## src/rtl/rx_word_align.sv

```systemverilog
// rx_word_align: finds the bit offset of a training word in a raw deserialized
// stream. It searches every offset at once, confirms the hit over several
// words, then locks and watches for loss of lock. A manual mode forces the
// offset from software. The aligned word is registered (one cycle latency).
module rx_word_align #(
    parameter  int WIDTH      = 16,
    parameter  int LOCK_CNT   = 4,
    parameter  int UNLOCK_CNT = 4,
    localparam int SW         = $clog2(WIDTH)
) (
    input  logic             clk,
    input  logic             rst,
    input  logic [WIDTH-1:0] din,
    input  logic             din_valid,
    input  logic [WIDTH-1:0] pattern,
    input  logic             train_en,
    input  logic             manual_en,
    input  logic [SW-1:0]    manual_shift,
    output logic [WIDTH-1:0] dout,
    output logic             dout_valid,
    output logic             locked,
    output logic [SW-1:0]    shift,
    output logic             lock_lost
);

    // One counter serves as the match count (VERIFY) and the miss count
    // (LOCKED), so it is sized for the larger of the two thresholds.
    localparam int CMAX = (LOCK_CNT > UNLOCK_CNT) ? LOCK_CNT : UNLOCK_CNT;
    localparam int CW   = $clog2(CMAX + 1);
    localparam logic [CW-1:0] LOCK_CNT_C   = CW'(LOCK_CNT);
    localparam logic [CW-1:0] UNLOCK_CNT_C = CW'(UNLOCK_CNT);

    typedef enum logic [1:0] {
        ST_SEARCH = 2'd0,
        ST_VERIFY = 2'd1,
        ST_LOCKED = 2'd2,
        ST_MANUAL = 2'd3
    } state_t;

    state_t             state_q,      state_d;
    logic [CW-1:0]      cnt_q,        cnt_d;
    logic [SW-1:0]      shift_q,      shift_d;
    logic [WIDTH-1:0]   prev_q,       prev_d;
    logic               prev_ok_q,    prev_ok_d;
    logic [WIDTH-1:0]   dout_q,       dout_d;
    logic               dout_valid_q, dout_valid_d;
    logic               locked_q,     locked_d;
    logic               lock_lost_q,  lock_lost_d;

    logic [2*WIDTH-1:0] cat_s;
    logic [WIDTH-1:0]   cur_aligned_s;
    logic               cur_match_s;
    logic               qual_s;
    logic [WIDTH-1:0]   match_vec_s;
    logic               hit_s;
    logic [SW-1:0]      hit_idx_s;
    logic [CW-1:0]      cnt_inc_s;

    // The current word sits above the previous one, so every offset window
    // of the combined vector is a candidate word boundary.
    assign cat_s         = {din, prev_q};
    assign cur_aligned_s = cat_s[shift_q +: WIDTH];
    assign cur_match_s   = (cur_aligned_s == pattern);
    assign qual_s        = din_valid & prev_ok_q;
    assign cnt_inc_s     = cnt_q + CW'(1);

    // Compare the pattern against every offset in parallel.
    always_comb begin
        match_vec_s = '0;
        for (int s = 0; s < WIDTH; s++) begin
            match_vec_s[s] = (cat_s[s +: WIDTH] == pattern);
        end
    end

    // Pick the lowest matching offset: scanning downward lets lower hits win.
    always_comb begin
        hit_s     = 1'b0;
        hit_idx_s = '0;
        for (int s = WIDTH - 1; s >= 0; s--) begin
            hit_s     = hit_s | match_vec_s[s];
            hit_idx_s = match_vec_s[s] ? SW'(s) : hit_idx_s;
        end
    end

    // State register together with all other flops of the block.
    always_ff @(posedge clk) begin
        if (rst) begin
            state_q      <= ST_SEARCH;
            cnt_q        <= '0;
            shift_q      <= '0;
            prev_q       <= '0;
            prev_ok_q    <= 1'b0;
            dout_q       <= '0;
            dout_valid_q <= 1'b0;
            locked_q     <= 1'b0;
            lock_lost_q  <= 1'b0;
        end else begin
            state_q      <= state_d;
            cnt_q        <= cnt_d;
            shift_q      <= shift_d;
            prev_q       <= prev_d;
            prev_ok_q    <= prev_ok_d;
            dout_q       <= dout_d;
            dout_valid_q <= dout_valid_d;
            locked_q     <= locked_d;
            lock_lost_q  <= lock_lost_d;
        end
    end

    // Next-state logic: manual override first, then the search/verify/lock flow.
    always_comb begin
        state_d     = state_q;
        cnt_d       = cnt_q;
        shift_d     = shift_q;
        lock_lost_d = 1'b0;
        if (manual_en) begin
            state_d = ST_MANUAL;
            shift_d = manual_shift;
            cnt_d   = '0;
        end else begin
            case (state_q)
                ST_SEARCH: begin
                    if (!train_en) begin
                        cnt_d = '0;
                    end else if (qual_s && hit_s) begin
                        shift_d = hit_idx_s;
                        if (LOCK_CNT == 1) begin
                            // Single-hit lock: the counter becomes the miss
                            // count straight away, so it starts empty.
                            state_d = ST_LOCKED;
                            cnt_d   = '0;
                        end else begin
                            state_d = ST_VERIFY;
                            cnt_d   = CW'(1);
                        end
                    end else begin
                        state_d = ST_SEARCH;
                    end
                end
                ST_VERIFY: begin
                    if (!train_en) begin
                        state_d = ST_SEARCH;
                        cnt_d   = '0;
                    end else if (qual_s) begin
                        if (!cur_match_s) begin
                            state_d = ST_SEARCH;
                            cnt_d   = '0;
                        end else if (cnt_inc_s == LOCK_CNT_C) begin
                            state_d = ST_LOCKED;
                            cnt_d   = '0;
                        end else begin
                            cnt_d = cnt_inc_s;
                        end
                    end else begin
                        state_d = ST_VERIFY;
                    end
                end
                ST_LOCKED: begin
                    if (qual_s && train_en) begin
                        if (cur_match_s) begin
                            cnt_d = '0;
                        end else if (cnt_inc_s == UNLOCK_CNT_C) begin
                            state_d     = ST_SEARCH;
                            cnt_d       = '0;
                            lock_lost_d = 1'b1;
                        end else begin
                            cnt_d = cnt_inc_s;
                        end
                    end else begin
                        state_d = ST_LOCKED;
                    end
                end
                ST_MANUAL: begin
                    // manual_en has dropped: start a fresh search, keep offset.
                    state_d = ST_SEARCH;
                    cnt_d   = '0;
                end
                default: begin
                    state_d = ST_SEARCH;
                    cnt_d   = '0;
                end
            endcase
        end
    end

    // Output and history path: runs in every state on qualified words.
    always_comb begin
        prev_d       = prev_q;
        prev_ok_d    = prev_ok_q;
        dout_d       = dout_q;
        dout_valid_d = 1'b0;
        locked_d     = (state_d == ST_LOCKED);
        if (din_valid) begin
            prev_d    = din;
            prev_ok_d = 1'b1;
        end else begin
            prev_d    = prev_q;
            prev_ok_d = prev_ok_q;
        end
        if (qual_s) begin
            dout_d       = cur_aligned_s;
            dout_valid_d = 1'b1;
        end else begin
            dout_d       = dout_q;
            dout_valid_d = 1'b0;
        end
    end

    assign dout       = dout_q;
    assign dout_valid = dout_valid_q;
    assign locked     = locked_q;
    assign shift      = shift_q;
    assign lock_lost  = lock_lost_q;

endmodule

```

## config.mk

```make
export PLATFORM = sky130hd
export DESIGN_NAME = rx_word_align
export DESIGN_NICKNAME = d
export VERILOG_FILES = /design/src/rtl/rx_word_align.sv
export SDC_FILE = /design/constraint.sdc
export NUM_CORES = 1
export LEC_CHECK = 0
export CAP_MARGIN = 5
export CELL_PAD_IN_SITES_DETAIL_PLACEMENT = 1
export CELL_PAD_IN_SITES_GLOBAL_PLACEMENT = 2
export CORE_MARGIN = 3
export CORE_UTILIZATION = 35
export CTS_BUF_LIST = sky130_fd_sc_hd__clkbuf_16
export CTS_CLUSTER_SIZE = 16
export DETAILED_ROUTE_END_ITERATION = 8
export PLACE_DENSITY_LB_ADDON = 0.1
export REMOVE_ABC_BUFFERS = 1
export SYNTH_ARGS = -nofsm -noshare
export SYNTH_HDL_FRONTEND = slang
export SYNTH_SLANG_ARGS = --single-unit
export TNS_END_PERCENT = 5
```

## constraint.sdc

```tcl
create_clock -name clk -period 6.45 [get_ports clk]
set_input_delay 1.29 -clock clk [delete_from_list [all_inputs] [get_ports clk]]
set_output_delay 1.29 -clock clk [all_outputs]
set_load 0.02 [all_outputs]
```

==> flow_summary.yaml, run 1 <==
clock_tree:
  post_cts_resized: 0
  postCtsSetupRepairBufs: 0
  cts_inserted_buffers: 5
  cts_root_buffer: "clkbuf_16"
  cts_buffer_depth: 2
  clock_latency_ps: 300
  cts_tree: "yes"
  ctsHoldBuffers: 0
  cts.sinks: 45
  h-tree-depth: 2
  clk_pin_slew_worst_paths_ps: 70
die:
  dieWidth_um: 146
  start_util_pct: 36.2
  fp.dieArea_mm2: 0.0213
  boundaryPins: 64
  coreArea_mm2: 0.0190
  die_h_um: 146
  rows: 50
grt:
  grt_overflow_total: 0
  grt_pass1_vias: 6445
  grt_pass1_wl_mm: 39.1
  grt_start_max_net_pins: 42
  grt_usage_pct: 23.4
  antenna_found_initial: 0
finish:
  area.sequential_um2: 902
  multiInputGateArea_mm2: 0.00530
  nets: 829
  drive_above_1_share_pct: 11.6
  fin_area_mm2: 0.00764
  n_antenna_cell: 0
  fillerInstances: 2216
  area_growth_pct: 11.4
  final_util_pct: 40.3
synth:
  yosysUniqueCellTypes: 61
  synth_common_cells: "xor2_1, xnor2_1, nor4_1, buf_2, dfxtp_1"
  synth_cells: 771
  yosysMostFrequentCell: "xor2_1"
  synth-edff-count: 0
  yosys.area.top_type: "xor2_1"
  synth.avg_cell_area_um2: 8.90
  ys_warn_count: 0
  synth_top_flop_cell: "dfxtp_1"
  ys_top_cells_by_area: "xor2_1, dfxtp_1, xnor2_1"
  synth_top_area_share_pct: 27.7
  synth_seq_cells: 45
  synth_area_mm2: 0.00686
  async_reset_ff_share_pct: 0
  synth.yosys.seq_area_share_pct: 13.1
sta:
  slew_headroom_pct: 18.0
  fmax_mhz: 197
  rsz0062_at_grt: "false"
  setup_tns_ps: 0
  tightest_slew_ps: 1230
  clock_skew_ps: 5.58
  slew_viol_final: 0
  setup_viol: 0
  layout_min_cycle_time_ps: 5090
  fin_ws_ps: 1360
  hold_viol_final: 0
  period_share_pct: 78.9
detailed_routing:
  post_drt_wl_per_cell_um: 24.1
  vias_per_cell: 5.67
  wl_mm: 25.3
  drtAntennaViolNets: 0
  drt_first_pass_iters: 5
  first_iter_violations: 325
  vias: 5941
  drc: 0
pwr:
  p_sw_share_pct: 38.3
  p_int_mw: 0.691
  power.total_mw: 1.12
  seqPwrFrac_pct: 28.4
  power_density_mw_per_mm2: 147
  leakagePower_nw: 2.88
  ir_drop_v: 0.0000855
  p_comb_share_pct: 44.9
  clock_power_share_pct: 26.7
  power.net_switching_mw: 0.430
placement:
  hpwl_mm: 17.8
  placed_cell_area_mm2: 0.00748
  port_buffers: 63
  place.gp.congestion: 0.839
  dp_slack_ps: 1120
hold_path:
  hold_path.class: "reg2reg"
critical_path:
  critPathKind: "in2reg"
  cp-end-kind: "flip-flop"
  start_kind: "primary input"
  arrival_ps: 5310
  crit_fanout: 11
  cp.required_ps: 6680
outcome:
  status: "complete, no violations"
flow_run:
  max_cap_viol_count: 0
metrics by stage:
step	instances	hold WS (ps)
after floorplan	674	451
after detailed placement	1039	448
after global routing	1047	474
after CTS	1047	458
final	1047	453
after global placement	1039	442
worst max-delay path: stages:
cell and delay [ps]:
clkdlybuf4s50_1 820, mux4_1 760, mux2i_1 390, o22ai_1 210
xnor2_1 390, o211ai_1 180, nor4_2 490, mux2i_1 450
nand4_1 150, a31oi_1 170
state kept, by name, summed over array words and instances (netlist names), 2 cells and up:
name / count
cnt_q: 3
dout: 16
prev_q: 16
shift: 4
state_q: 2
path summary, 6_finish.rpt:
path                            startpoint       end  slack [ps]  cells past startpoint
worst max-delay path                din[4]  cnt_q[2]        1360                     10
worst min-delay path               dout[4]   dout[4]         450                      2
worst max register to register    shift[1]  cnt_q[2]        2010                     10
worst min register to register     dout[4]   dout[4]         450                      2
cells by family after synthesis:
| family | synth area share [%] |
|---|---|
| adder cells (fa/ha/maj) | 0.365 |
| flip-flops | 13.1 |
| XOR/XNOR | 36.9 |
| multiplexers | 17.7 |
| AND/OR/NAND/NOR | 15.5 |
| buffers and inverters | 9.68 |
| AO/OA/AOI/OAI | 6.69 |
power groups by stage:
| stage | combinational [mW] | sequential, mW | clock [mW] |
|---|---|---|---|
| 3_3_place_gp | 0.490 | 0.324 | 0 |
| 3_5_place_dp | 0.501 | 0.325 | 0 |
| 4_1_cts | 0.504 | 0.318 | 0.306 |
| 6_report | 0.503 | 0.319 | 0.299 |
| 2_1_floorplan | 0.262 | 0.346 | 0 |
| 5_1_grt | 0.544 | 0.321 | 0.309 |
placed cells by master, fill, tap and decap left out, types with 14 or more instances in the layout:
cell,synthesis,routed
a211oi_1,14,14
a21oi_1,25,25
buf_4,2,42
clkdlybuf4s50_1,0,63
dfxtp_1,45,44
mux2i_1,38,38
mux4_2,26,26
nand2_1,26,26
nand4_1,28,28
nor2_1,41,41
nor4_1,58,58
xnor2_1,72,72
xor2_1,217,217
routing by layer:
layer | global-route usage, % | wire length (um)
met1 | 31.1 | 11600
met2 | 39.6 | 12000
met3 | 2.70 | 978
met4 | 8.18 | 777
met5 | 0 | 0
final cells by class:
type | count | share of cell area (%)
multi-input cells | 626 | 69.3
clock buffers | 5 | 1.64
inverters | 3 | 0.147
repair buffers | 105 | 12.4
well taps | 260 | 4.26
clock inverters | 3 | 0.491
flip-flops and latches | 45 | 11.8
Note: power is estimated with default switching activity, not from simulation.
==> inputs of run 2 (changes only) <==
==> constraint.sdc (replaced) <==
create_clock -name clk -period 5.2 [get_ports clk]
set_input_delay 1.04 -clock clk [delete_from_list [all_inputs] [get_ports clk]]
set_output_delay 1.04 -clock clk [all_outputs]
set_load 0.02 [all_outputs]
==> run 2 against run 1 <==
Compared with the run above:
- combinational power is 26% higher
- clock-buffer cell count stayed put
- highest routed layer unchanged
- worst hold slack better by 2.3 ps
- clock power is 24% higher
- critical path type unchanged
- cell area is 0.79% higher
- critical path depth stayed put
- register-to-register slack worse by 680 ps
==> flow_summary.yaml, run 2 (synthesis gave the netlist of run 1 again) <==
sta:
  fmax_mhz: 229
  hold_viol_final: 0
  period_share_pct: 83.9
  slew_headroom_pct: 19.9
  fin_hold_ws_ps: 456
  rsz0062_at_grt: "false"
  setup_tns_ps: 0
  slew_viol_final: 0
  setup_viol: 0
  clock_skew_ps: 9.10
  layout_min_cycle_time_ps: 4360
  tightest_slew_ps: 1200
  fin_ws_ps: 839
critical_path:
  critPathKind: "in2reg"
  start_kind: "primary input"
  critPathLaunch: "pattern[1]"
  r2r_start: "shift[2]"
  cp.required_ps: 5420
  rr_endpoint: "cnt_q[2]"
  cp-end-kind: "flip-flop"
  r2r_cells: 10
  arrival_ps: 4580
  crit_fanout: 11
  regToRegSetupSlack_ps: 1330
hold_path:
  worstHoldEndpoint: "dout[9]"
  min-delay-start: "dout[9]"
  worstHoldPathCells: 2
  hold_path.class: "reg2reg"
die:
  die_h_um: 146
  boundaryPins: 64
  rows: 50
  dieWidth_um: 146
  fp.dieArea_mm2: 0.0213
  start_util_pct: 36.2
  coreArea_mm2: 0.0190
clock_tree:
  clock_latency_ps: 300
  cts_tree: "yes"
  post_cts_resized: 0
  postCtsSetupRepairBufs: 0
  h-tree-depth: 2
  cts_root_buffer: "clkbuf_16"
  cts_buffer_depth: 2
  clk_pin_slew_worst_paths_ps: 60
  cts_inserted_buffers: 5
  cts.sinks: 45
  ctsHoldBuffers: 0
pwr:
  p_comb_share_pct: 45.0
  clock_power_share_pct: 26.5
  power.total_mw: 1.40
  seqPwrFrac_pct: 28.5
  p_sw_share_pct: 38.7
  ir_drop_v: 0.000135
  power_density_mw_per_mm2: 182
  power.net_switching_mw: 0.543
  p_int_mw: 0.861
  leakagePower_nw: 2.92
finish:
  n_antenna_cell: 0
  fin_area_mm2: 0.00770
  area_growth_pct: 12.3
  nets: 837
  final_cell_mix: "xor2_1, xnor2_1, clkdlybuf4s50_1, nor4_1, buf_4"
  drive_above_1_share_pct: 12.5
  fillerInstances: 2196
  layout_commonest_cell: "xor2_1"
grt:
  grt_usage_pct: 24.7
  grt_overflow_total: 0
  antenna_found_initial: 0
  grt_start_max_net_pins: 41
  grt_pass1_wl_mm: 40.7
  grt_pass1_vias: 6515
placement:
  dp_slack_ps: 508
  hpwl_mm: 19.8
  place.gp.congestion: 0.895
  port_buffers: 63
  placed_cell_area_mm2: 0.00754
detailed_routing:
  drt_first_pass_iters: 4
  vias: 6041
  post_drt_wl_per_cell_um: 25.4
  drtAntennaViolNets: 0
  wl_mm: 26.8
  vias_per_cell: 5.73
  drc: 0
  first_iter_violations: 389
outcome:
  status: "complete, no violations"
flow_run:
  max_cap_viol_count: 0
[run 2: worst max path at each step]
stage	end	slack (ps)	depth (start not counted)
3_3_place_gp	shift[1]	570	11
3_5_place_dp	cnt_q[2]	510	10
5_1_grt	shift[0]	580	11
4_1_cts	cnt_q[2]	820	10
6_report	cnt_q[2]	840	10
2_1_floorplan	cnt_q[2]	1080	9
[run 2: worst max-delay path, stage by stage]
cell,delay [ps]
clkdlybuf4s50_1,1080
buf_4,350
xnor2_1,140
nand3_1,100
a2111oi_1,480
a41oi_1,120
nor4_2,530
mux2i_1,410
nand4_1,150
a31oi_1,180
[run 2: cell type report]
cell class / instances / area [um^2] / share of cell area [%]
clock buffers: 5 / 125 / 1.62
inverters: 3 / 11.3 / 0.146
multi-input cells: 626 / 5300 / 68.8
flip-flops and latches: 45 / 902 / 11.7
clock inverters: 3 / 37.5 / 0.487
well taps: 260 / 325 / 4.22
repair buffers: 113 / 1010 / 13.1
[run 2: routing by layer]
metal | track usage, % | up-vias | share of wire [%]
met5 | 0 | - | 0
li1 | - | 2734 | -
met4 | 6.82 | 0 | 2.1
met2 | 43.6 | 200 | 49
met1 | 32.0 | 3071 | 44
met3 | 2.64 | 36 | 4.6
[run 2: power by group through the flow]
stage / sequential (mW) / clock, mW / combinational (mW)
2_1_floorplan: 0.429 / 0 / 0.325
3_3_place_gp: 0.407 / 0 / 0.618
3_5_place_dp: 0.408 / 0 / 0.628
4_1_cts: 0.400 / 0.377 / 0.631
5_1_grt: 0.404 / 0.388 / 0.679
6_report: 0.401 / 0.372 / 0.632
[run 2: metrics by stage]
stage / cells / util, %
CTS: 1055 / 40.6
finish: 1055 / 40.6
global placement: 1047 / 39.8
floorplan: 674 / -
detailed placement: 1047 / 39.8
global route: 1055 / 40.6
